===== config.mk =====
export PLATFORM = sky130hd
export DESIGN_NAME = vec_unit_ctrl_flat
export DESIGN_NICKNAME = d
export VERILOG_FILES = /design/src/rtl/vec_unit_ctrl_if.sv /design/src/rtl/vec_unit_ctrl.sv /design/src/flat_wrapper.sv
export SDC_FILE = /design/constraint.sdc
export NUM_CORES = 1
export LEC_CHECK = 0
export CAP_MARGIN = 5
export CORE_MARGIN = 2
export CORE_UTILIZATION = 50
export CTS_BUF_LIST = sky130_fd_sc_hd__clkbuf_2 sky130_fd_sc_hd__clkbuf_4 sky130_fd_sc_hd__clkbuf_8
export DETAILED_ROUTE_END_ITERATION = 7
export PLACE_DENSITY = 0.83
export SYNTH_ARGS = -nofsm -noshare
export SYNTH_HDL_FRONTEND = slang
export SYNTH_SLANG_ARGS = --single-unit

===== constraint.sdc =====
create_clock -name clock -period 2.3 [get_ports clock]
set_input_delay 0.345 -clock clock [delete_from_list [all_inputs] [get_ports clock]]
set_output_delay 0.345 -clock clock [all_outputs]
set_load 0.005 [all_outputs]

===== src/rtl/vec_unit_ctrl_if.sv =====
// vec_unit_ctrl_if: instruction handshake plus register-file / vector-unit control bus
//   master: instruction source (drives instr_*, observes all controller outputs)
//   slave : the controller (accepts instr_*, drives ready, rf_*, unit_*, status)
interface vec_unit_ctrl_if #(
  parameter int REG_ADDR_W = 4,
  parameter int CNT_W      = 16
);
  logic                  instr_valid;
  logic                  instr_ready;
  logic [2:0]            instr_op;
  logic [REG_ADDR_W-1:0] instr_dst;
  logic [REG_ADDR_W-1:0] instr_src1;
  logic [REG_ADDR_W-1:0] instr_src2;
  logic [31:0]           instr_imm;
  logic                  rf_rd_en;
  logic [REG_ADDR_W-1:0] rf_rd_addr1;
  logic [REG_ADDR_W-1:0] rf_rd_addr2;
  logic [2:0]            unit_op;
  logic [31:0]           unit_k;
  logic                  rf_wr_en;
  logic [REG_ADDR_W-1:0] rf_wr_addr;
  logic                  busy;
  logic                  done;
  logic [CNT_W-1:0]      retired_count;
  modport master (
    output instr_valid, instr_op, instr_dst, instr_src1, instr_src2, instr_imm,
    input  instr_ready, rf_rd_en, rf_rd_addr1, rf_rd_addr2, unit_op, unit_k,
           rf_wr_en, rf_wr_addr, busy, done, retired_count
  );
  modport slave (
    input  instr_valid, instr_op, instr_dst, instr_src1, instr_src2, instr_imm,
    output instr_ready, rf_rd_en, rf_rd_addr1, rf_rd_addr2, unit_op, unit_k,
           rf_wr_en, rf_wr_addr, busy, done, retired_count
  );
endinterface


===== src/rtl/vec_unit_ctrl.sv =====
// vec_unit_ctrl: queued vector-unit sequencer (IDLE -> READ -> EXEC, 1 instr / 2 cycles)
//   clock   : rising-edge clock
//   reset_n : asynchronous active-low reset, clears FSM, queue and retired counter
//   bus     : slave side of vec_unit_ctrl_if (instruction in, rf/unit control out)
module vec_unit_ctrl #(
  parameter int REG_ADDR_W = 4,
  parameter int FIFO_DEPTH = 4,
  parameter int CNT_W      = 16
) (
  input logic            clock,
  input logic            reset_n,
  vec_unit_ctrl_if.slave bus
);
  localparam int PW = $clog2(FIFO_DEPTH);
  typedef enum logic [1:0] {IDLE, READ, EXEC} state_t;
  typedef struct packed {
    logic [2:0]            op;
    logic [REG_ADDR_W-1:0] dst;
    logic [REG_ADDR_W-1:0] src1;
    logic [REG_ADDR_W-1:0] src2;
    logic [31:0]           imm;
  } instr_t;
  instr_t           mem_q [FIFO_DEPTH];
  instr_t           cur_q;
  logic [PW-1:0]    wp_q, rp_q;
  logic [PW:0]      cnt_q, cnt_d;
  logic             init_q;
  logic [CNT_W-1:0] ret_q;
  state_t           st_q, st_d;
  logic             full, empty, ready, push, pop;
  assign full  = cnt_q == (PW+1)'(FIFO_DEPTH);
  assign empty = cnt_q == '0;
  // init_q holds ready low for the first cycle after reset release
  assign ready = init_q & ~full;
  assign push  = bus.instr_valid & ready;
  always_comb begin
    pop   = !empty && (st_q != READ);
    st_d  = (st_q == READ) ? EXEC : pop ? READ : IDLE;
    cnt_d = cnt_q + (PW+1)'(push) - (PW+1)'(pop);
  end
  always_ff @(posedge clock)
    if (push) mem_q[wp_q] <= '{bus.instr_op, bus.instr_dst, bus.instr_src1, bus.instr_src2, bus.instr_imm};
  always_ff @(posedge clock or negedge reset_n)
    if (!reset_n) begin
      st_q   <= IDLE;
      wp_q   <= '0;
      rp_q   <= '0;
      cnt_q  <= '0;
      init_q <= 1'b0;
      cur_q  <= '0;
      ret_q  <= '0;
    end else begin
      st_q   <= st_d;
      init_q <= 1'b1;
      cnt_q  <= cnt_d;
      if (push) wp_q <= wp_q + 1'b1;
      if (pop) begin
        rp_q  <= rp_q + 1'b1;
        cur_q <= mem_q[rp_q];
      end
      if (st_q == EXEC) ret_q <= ret_q + 1'b1;
    end
  assign bus.instr_ready   = ready;
  assign bus.rf_rd_en      = st_q == READ;
  assign bus.rf_rd_addr1   = (st_q == READ) ? cur_q.src1 : '0;
  assign bus.rf_rd_addr2   = (st_q == READ) ? cur_q.src2 : '0;
  assign bus.rf_wr_en      = st_q == EXEC;
  assign bus.rf_wr_addr    = (st_q == EXEC) ? cur_q.dst : '0;
  assign bus.done          = st_q == EXEC;
  assign bus.unit_op       = cur_q.op;
  assign bus.unit_k        = cur_q.imm;
  assign bus.busy          = !empty || (st_q != IDLE);
  assign bus.retired_count = ret_q;
endmodule


===== src/flat_wrapper.sv =====
// flat-port wrapper written by rule: the top's interface ports become plain ports
module vec_unit_ctrl_flat 
#(
  parameter int REG_ADDR_W = 4,
  parameter int FIFO_DEPTH = 4,
  parameter int CNT_W      = 16
)
  (clock, reset_n, bus_instr_valid, bus_instr_op, bus_instr_dst, bus_instr_src1, bus_instr_src2, bus_instr_imm, bus_instr_ready, bus_rf_rd_en, bus_rf_rd_addr1, bus_rf_rd_addr2, bus_unit_op, bus_unit_k, bus_rf_wr_en, bus_rf_wr_addr, bus_busy, bus_done, bus_retired_count);
  vec_unit_ctrl_if #(.REG_ADDR_W(REG_ADDR_W), .CNT_W(CNT_W)) bus_i ();
  input logic clock;
  input logic reset_n;
  input wire logic [$bits(bus_i.instr_valid)-1:0] bus_instr_valid;
  input wire logic [$bits(bus_i.instr_op)-1:0] bus_instr_op;
  input wire logic [$bits(bus_i.instr_dst)-1:0] bus_instr_dst;
  input wire logic [$bits(bus_i.instr_src1)-1:0] bus_instr_src1;
  input wire logic [$bits(bus_i.instr_src2)-1:0] bus_instr_src2;
  input wire logic [$bits(bus_i.instr_imm)-1:0] bus_instr_imm;
  output wire logic [$bits(bus_i.instr_ready)-1:0] bus_instr_ready;
  output wire logic [$bits(bus_i.rf_rd_en)-1:0] bus_rf_rd_en;
  output wire logic [$bits(bus_i.rf_rd_addr1)-1:0] bus_rf_rd_addr1;
  output wire logic [$bits(bus_i.rf_rd_addr2)-1:0] bus_rf_rd_addr2;
  output wire logic [$bits(bus_i.unit_op)-1:0] bus_unit_op;
  output wire logic [$bits(bus_i.unit_k)-1:0] bus_unit_k;
  output wire logic [$bits(bus_i.rf_wr_en)-1:0] bus_rf_wr_en;
  output wire logic [$bits(bus_i.rf_wr_addr)-1:0] bus_rf_wr_addr;
  output wire logic [$bits(bus_i.busy)-1:0] bus_busy;
  output wire logic [$bits(bus_i.done)-1:0] bus_done;
  output wire logic [$bits(bus_i.retired_count)-1:0] bus_retired_count;
  assign bus_i.instr_valid = bus_instr_valid;
  assign bus_i.instr_op = bus_instr_op;
  assign bus_i.instr_dst = bus_instr_dst;
  assign bus_i.instr_src1 = bus_instr_src1;
  assign bus_i.instr_src2 = bus_instr_src2;
  assign bus_i.instr_imm = bus_instr_imm;
  assign bus_instr_ready = bus_i.instr_ready;
  assign bus_rf_rd_en = bus_i.rf_rd_en;
  assign bus_rf_rd_addr1 = bus_i.rf_rd_addr1;
  assign bus_rf_rd_addr2 = bus_i.rf_rd_addr2;
  assign bus_unit_op = bus_i.unit_op;
  assign bus_unit_k = bus_i.unit_k;
  assign bus_rf_wr_en = bus_i.rf_wr_en;
  assign bus_rf_wr_addr = bus_i.rf_wr_addr;
  assign bus_busy = bus_i.busy;
  assign bus_done = bus_i.done;
  assign bus_retired_count = bus_i.retired_count;
  vec_unit_ctrl #(.REG_ADDR_W(REG_ADDR_W), .FIFO_DEPTH(FIFO_DEPTH), .CNT_W(CNT_W)) u_core (.clock(clock), .reset_n(reset_n), .bus(bus_i));
endmodule

==> results.sh, run 1 <==
export IMPL_status="finished clean"
export IMPL_grt_pass1_vias=5323
export IMPL_row_count=51
export IMPL_area_growth_pct=22.3
export IMPL_cts_tree="built"
export IMPL_grt_max_degree=50
export IMPL_fillers=1367
export IMPL_max_stage_delay_ns=0.50
export IMPL_post_place_ws_ns=0.363
export IMPL_pwr_share_seq_pct=43.9
export IMPL_gp_congestion=0.715
export IMPL_layout_common_cells="188 x edfxtp_1, 114 x clkdlybuf4s50_1, 70 x dfrtp_1"
export IMPL_syn_num_nets=556
export IMPL_wirelength_mm=18.2
export IMPL_r2r_cells=5
export IMPL_clk_pin_slew_ns=0.06
export IMPL_cp_buffers_inverters=2
export IMPL_combPwrFrac_pct=29.3
export IMPL_worst_setup_path_type="reg -> out"
export IMPL_finalCoreUtilization_pct=62.8
export IMPL_io_buffers=117
export IMPL_ys_seq_area_share_pct=74.0
export IMPL_post_drt_wl_per_cell_um=19.7
export IMPL_p_clk_share_pct=26.8
export IMPL_h_tree_depth=2
export IMPL_ys_types=28
export IMPL_critPathRequiredTime_ns=1.96
export IMPL_cts_buffers=41
export IMPL_crit_path_start_kind="flop"
export IMPL_r2r_start="u_core.st_q[0]"
export IMPL_r2r_end="u_core.bus.unit_k[14]"
export IMPL_start_util_pct=51.4
export IMPL_final_layout_size_suffix_gt1_share_pct=31.0
export IMPL_setup_ws_ns=0.0906
export IMPL_drt_vias_per_instance=5.26
export IMPL_antenna_found_initial=2
export IMPL_cap_violations=0
export IMPL_final_cells=924
export IMPL_clk_latency_ns=0.53
export IMPL_die_h_um=146
export IMPL_skew_ns=0.0118
export IMPL_worstSetupEndpoint="bus_rf_wr_addr[0]"
export IMPL_final_common_cell="edfxtp_1"
export IMPL_cp_max_fo=12
export IMPL_fin_total_pwr_mw=15.0
export IMPL_cp_arrival_ns=1.86
export IMPL_tightest_slew_ns=0.747
export IMPL_grt_pass1_wl_mm=28.6
export IMPL_hp_class="in -> async"
export IMPL_switching_share_pct=26.1
export IMPL_slew_violations=0
export IMPL_tns_ns=0
export IMPL_syn_inst=498
export IMPL_synth_seq_cells=261
export IMPL_end_kind="output pin"
export IMPL_slowest_stage="clkdlybuf4s50_1"
export IMPL_fin_crit_sh_pct=96.1
export IMPL_drc=0
export IMPL_max_slew_margin_rel_pct=50.2
export IMPL_root_buffer="clkbuf_8"
export IMPL_place_area_um2=11400
export IMPL_p_per_area_nw_per_um2=1220
export IMPL_num_vias=4860
export IMPL_p_leak_nw=4.42
export IMPL_syn_avg_cell_area_um2=20.3
export IMPL_r2r_slack_ns=0.35
export IMPL_switchingPower_mw=3.92
export IMPL_ant_nets=0
export IMPL_ir_worst_vdd_v=0.000611
export IMPL_yosysWarnings=0
export IMPL_clock_fmax_mhz=453
export IMPL_grt_usage_pct=17.5
export IMPL_dp_cells=843
export IMPL_die_x_um=146
export IMPL_post_route_min_period_ns=2.21
export IMPL_cts_sinks=261
export IMPL_setup_violations=0
export IMPL_fin_area_um2=12300
export IMPL_coreArea_um2=19700
export IMPL_p_int_mw=11.1
export IMPL_path_depth=4
export IMPL_crit_chain="nor2b_2, buf_6, and2_1, clkdlybuf4s50_1"
export IMPL_post_dp_hpwl_mm=11.3
export IMPL_cp_top_family="buffers and inverters"
export IMPL_io_pins=118
export IMPL_synth_area_um2=10100
export IMPL_drt_pass1_iter_count=5
export IMPL_hold_violations=0
export IMPL_die_area_um2=21300
export IMPL_overflow=0
export IMPL_fin_nets=683
export IMPL_startpoint="u_core.st_q[1]"
export IMPL_drt_iter0_markers=271
export IMPL_fin_hold_ws_ns=0.382
export IMPL_cts_buffer_depth=3
[per-layer routing]
layer	vias up	GRT usage, %	routed length [um]	part of all wire, %
li1	2150	-	-	-
met1	2533	22.2	7540	41
met2	151	29.7	9230	51
met3	24	5.16	1140	6.3
met4	2	4.71	244	1.3
met5	-	0	13	0.072
[sequential cells by signal (all words and copies together) (netlist names)]
signal                    cells
u_core.bus.retired_count     16
u_core.bus.unit_k            32
u_core.bus.unit_op            3
u_core.cnt_q                  3
u_core.cur_q                 12
u_core.init_q                 1
u_core.mem_q                188
u_core.rp_q                   2
u_core.st_q                   2
u_core.wp_q                   2
[worst min path at each step]
stage               startpoint                     endpoint  slack, ns  cells past startpoint
floorplan              reset_n  u_core.bus.retired_count[0]       0.05                      0
global placement       reset_n         u_core.bus.unit_k[0]       0.40                      1
detailed placement     reset_n        u_core.bus.unit_op[1]       0.42                      1
CTS                    reset_n        u_core.bus.unit_op[0]       0.39                      2
global route           reset_n        u_core.bus.unit_op[0]       0.42                      2
finish                 reset_n        u_core.bus.unit_op[1]       0.38                      2
[logic make-up (layout without fill, tap and decap cells)]
kind of cell,Yosys count,count (layout),synth area share (%)
xor+xnor,20,20,1.73
fa+ha+maj,8,8,1.07
buf+inv,63,223,4.21
other cells,1,2,0.0371
flops,261,261,74.0
mux,96,96,16.2
compound gates,1,1,0.0620
simple gates,48,48,2.65
[repair_timing]
action,in CTS,in global routing
hold buffers,1,0
gates resized for setup,6,4
setup buffers,1,2
endpoints found under the hold margin,44,0
setup endpoints to repair,9,12
[layout make-up]
class	count	area, um2	share of cell area, %
Sequential cell	261	7480	60.6
Multi-Input combinational cell	174	2240	18.1
Timing Repair Buffer	139	1390	11.2
Clock buffer	74	868	7.03
Tap cell	265	332	2.69
Inverter	8	30.0	0.243
Clock inverter	2	11.3	0.0912
Antenna cell	1	2.50	0.0203
[cells in the mapped netlist]
master	n	area (um2)
a31oi_1	1	6.26
and2_0	1	6.26
and2_1	12	75.1
and3_1	6	37.5
buf_12	2	40.0
buf_2	11	55.1
buf_4	36	270
buf_6	1	11.3
clkbuf_1	5	18.8
conb_1	1	3.75
dfrtp_1	73	1830
edfxtp_1	188	5650
fa_1	1	20.0
ha_1	7	87.6
inv_1	8	30.0
mux2_2	41	462
mux2_4	8	120
mux4_2	47	1060
nand2_1	7	26.3
nand3_1	4	20.0
nand4_1	6	37.5
nand4b_1	1	8.76
nor2_1	3	11.3
nor2b_1	2	12.5
nor3_1	4	20.0
nor4_1	2	12.5
xnor2_1	15	131
xor2_1	5	43.8
[power by group through the flow]
stage	logic [mW]	registers [mW]	clock network, mW
finish	4.40	6.60	4.02
global route	4.75	6.70	4.32
CTS	4.47	6.60	4.12
detailed placement	4.41	6.68	0
global placement	4.25	6.63	0
floorplan	3.23	6.41	0
Power figures use the tool's default switching activity.
==> inputs of run 2 (changes only) <==
--- a/config.mk
+++ b/config.mk
@@ -6,7 +6,6 @@
 export NUM_CORES = 1
 export LEC_CHECK = 0
 export CAP_MARGIN = 5
-export CORE_MARGIN = 2
 export CORE_UTILIZATION = 50
 export CTS_BUF_LIST = sky130_fd_sc_hd__clkbuf_2 sky130_fd_sc_hd__clkbuf_4 sky130_fd_sc_hd__clkbuf_8
 export DETAILED_ROUTE_END_ITERATION = 7
==> run 2 against run 1 <==
Utilization up 0.11 points. Global-route usage rose by 0.55 points. Maximum frequency is 0.48% lower. Sequential power hardly changed. Sequential share of layout area decreased by 0.12 points. Via count is 0.91% higher. Clock skew grew 0.0046 ns. Critical path type unchanged. Largest power group unchanged.
==> results.sh, run 2 (synthesis results as in run 1) <==
export IMPL_m1WireLength_mm=7.45
export IMPL_fin_crit_sh_pct=96.5
export IMPL_cap_violations=0
export IMPL_top_layer="met4"
export IMPL_max_slew_margin_rel_pct=43.3
export IMPL_start_util_pct=51.4
export IMPL_drt_pass1_iter_count=5
export IMPL_grt_max_degree=61
export IMPL_root_buffer="clkbuf_8"
export IMPL_fillers=1411
export IMPL_die_area_um2=20800
export IMPL_clock_fmax_mhz=450
export IMPL_worst_setup_path_type="reg -> out"
export IMPL_crit_chain="nor2b_4, buf_6, and2_1, clkdlybuf4s50_1"
export IMPL_p_per_area_nw_per_um2=1210
export IMPL_overflow=0
export IMPL_final_layout_size_suffix_gt1_share_pct=30.1
export IMPL_post_place_ws_ns=0.344
export IMPL_tns_ns=0
export IMPL_row_count=51
export IMPL_layout_common_cells="188 x edfxtp_1, 106 x clkdlybuf4s50_1, 71 x dfrtp_1"
export IMPL_route_met3_wl_um=977
export IMPL_die_h_um=144
export IMPL_cp_buffers_inverters=2
export IMPL_met2_length_mm=9.23
export IMPL_ir_worst_vdd_v=0.000500
export IMPL_coreArea_um2=19700
export IMPL_end_kind="output pin"
export IMPL_cts_sinks=261
export IMPL_post_drt_wl_per_cell_um=19.4
export IMPL_fin_hold_ws_ns=0.456
export IMPL_final_common_cell="edfxtp_1"
export IMPL_cts_tree="built"
export IMPL_antenna_found_initial=1
export IMPL_slowest_stage="clkdlybuf4s50_1"
export IMPL_cts_buffers=41
export IMPL_io_pins=118
export IMPL_largest_register_ff_count=188
export IMPL_drt_vias_per_instance=5.32
export IMPL_cp_max_fo=5
export IMPL_grt_pass1_vias=5123
export IMPL_drc=0
export IMPL_wirelength_mm=17.9
export IMPL_ant_nets=0
export IMPL_status="finished clean"
export IMPL_cp_arrival_ns=1.87
export IMPL_diodes=0
export IMPL_crit_path_start_kind="flop"
export IMPL_hold_violations=0
export IMPL_max_stage_delay_ns=0.49
export IMPL_area_growth_pct=22.5
export IMPL_post_route_min_period_ns=2.22
export IMPL_clk_pin_slew_ns=0.06
export IMPL_grt_usage_pct=18.0
export IMPL_h_tree_depth=2
export IMPL_critPathRequiredTime_ns=1.96
export IMPL_tightest_slew_ns=0.850
export IMPL_setup_ws_ns=0.0801
export IMPL_die_x_um=144
export IMPL_skew_ns=0.0164
export IMPL_gp_congestion=0.737
export IMPL_slew_violations=0
export IMPL_num_vias=4904
export IMPL_fin_nets=682
export IMPL_grt_pass1_wl_mm=27.6
export IMPL_regMostFlops="u_core.mem_q"
export IMPL_cp_top_family="buffers and inverters"
export IMPL_clk_latency_ns=0.52
export IMPL_io_buffers=117
export IMPL_drt_iter0_markers=244
export IMPL_hp_class="in -> reg"
export IMPL_cts_buffer_depth=3
export IMPL_setup_violations=0
export IMPL_post_dp_hpwl_mm=10.3
export IMPL_p_leak_nw=4.49
run 2: cell count changes in the layout (fill, tap and decap cells not counted), sizes merged:
cell	before	now
dlygate4sd2	0	4
clkinv	1	10
dlymetal6s2s	2	5
bufinv	0	1
clkdlybuf4s50	114	106
diode	1	0
clkbuf	74	64
run 2: metrics by stage:
step / total power, mW / cell area [um2] / cells / util [%]
floorplan: 9.64 / 10100 / 498 / -
global placement: 10.9 / 11400 / 840 / 58.1
detailed placement: 11.1 / 11400 / 840 / 58.1
CTS: 15.2 / 12300 / 918 / 62.7
global route: 15.8 / 12400 / 922 / 62.9
finish: 15.0 / 12400 / 922 / 62.9
run 2: final cells by class:
type | count | area [um2] | area share, %
Multi-Input combinational cell | 174 | 2230 | 18.0
Timing Repair Buffer | 138 | 1430 | 11.6
Inverter | 8 | 30.0 | 0.243
Clock buffer | 64 | 793 | 6.41
Sequential cell | 261 | 7480 | 60.4
Clock inverter | 12 | 81.3 | 0.657
Tap cell | 265 | 332 | 2.68
run 2: layer usage:
metal / vias up / track usage (%)
met2: 159 / 31.1
met3: 23 / 4.37
met5: - / 0
li1: 2152 / -
met4: 0 / 5.99
met1: 2570 / 22.3
run 2: path summary, 6_finish.rpt:
kind / startpoint / endpoint / slack [ns] / cells after the start
max: u_core.st_q[1] / bus_rf_rd_addr1[2] / 0.08 / 4
min reg2reg: u_core.bus.retired_count[15] / u_core.bus.retired_count[15] / 0.48 / 1
min in group asynchronous: reset_n / u_core.bus.unit_k[1] / 0.48 / 2
min: bus_instr_imm[19] / u_core.mem_q[2][19] / 0.46 / 1
max in group asynchronous: reset_n / u_core.bus.retired_count[10] / 1.17 / 3
max reg2reg: u_core.st_q[0] / u_core.bus.unit_k[14] / 0.31 / 5
run 2: power breakdown:
| part | leakage [nW] | internal, mW | switching (mW) |
|---|---|---|---|
| Clock | 0.466 | 2.31 | 1.71 |
| Sequential | 2.58 | 6.03 | 0.590 |
| Combinational | 1.44 | 2.73 | 1.64 |
| Total | 4.49 | 11.1 | 3.94 |
run 2: timing repair:
action                                 CTS  global route
hold buffers                             1             0
endpoints found under the hold margin   58             0
setup endpoints to repair                9            10
setup buffers                            1             4
gates cloned                             0             0
gates resized for setup                  8             7
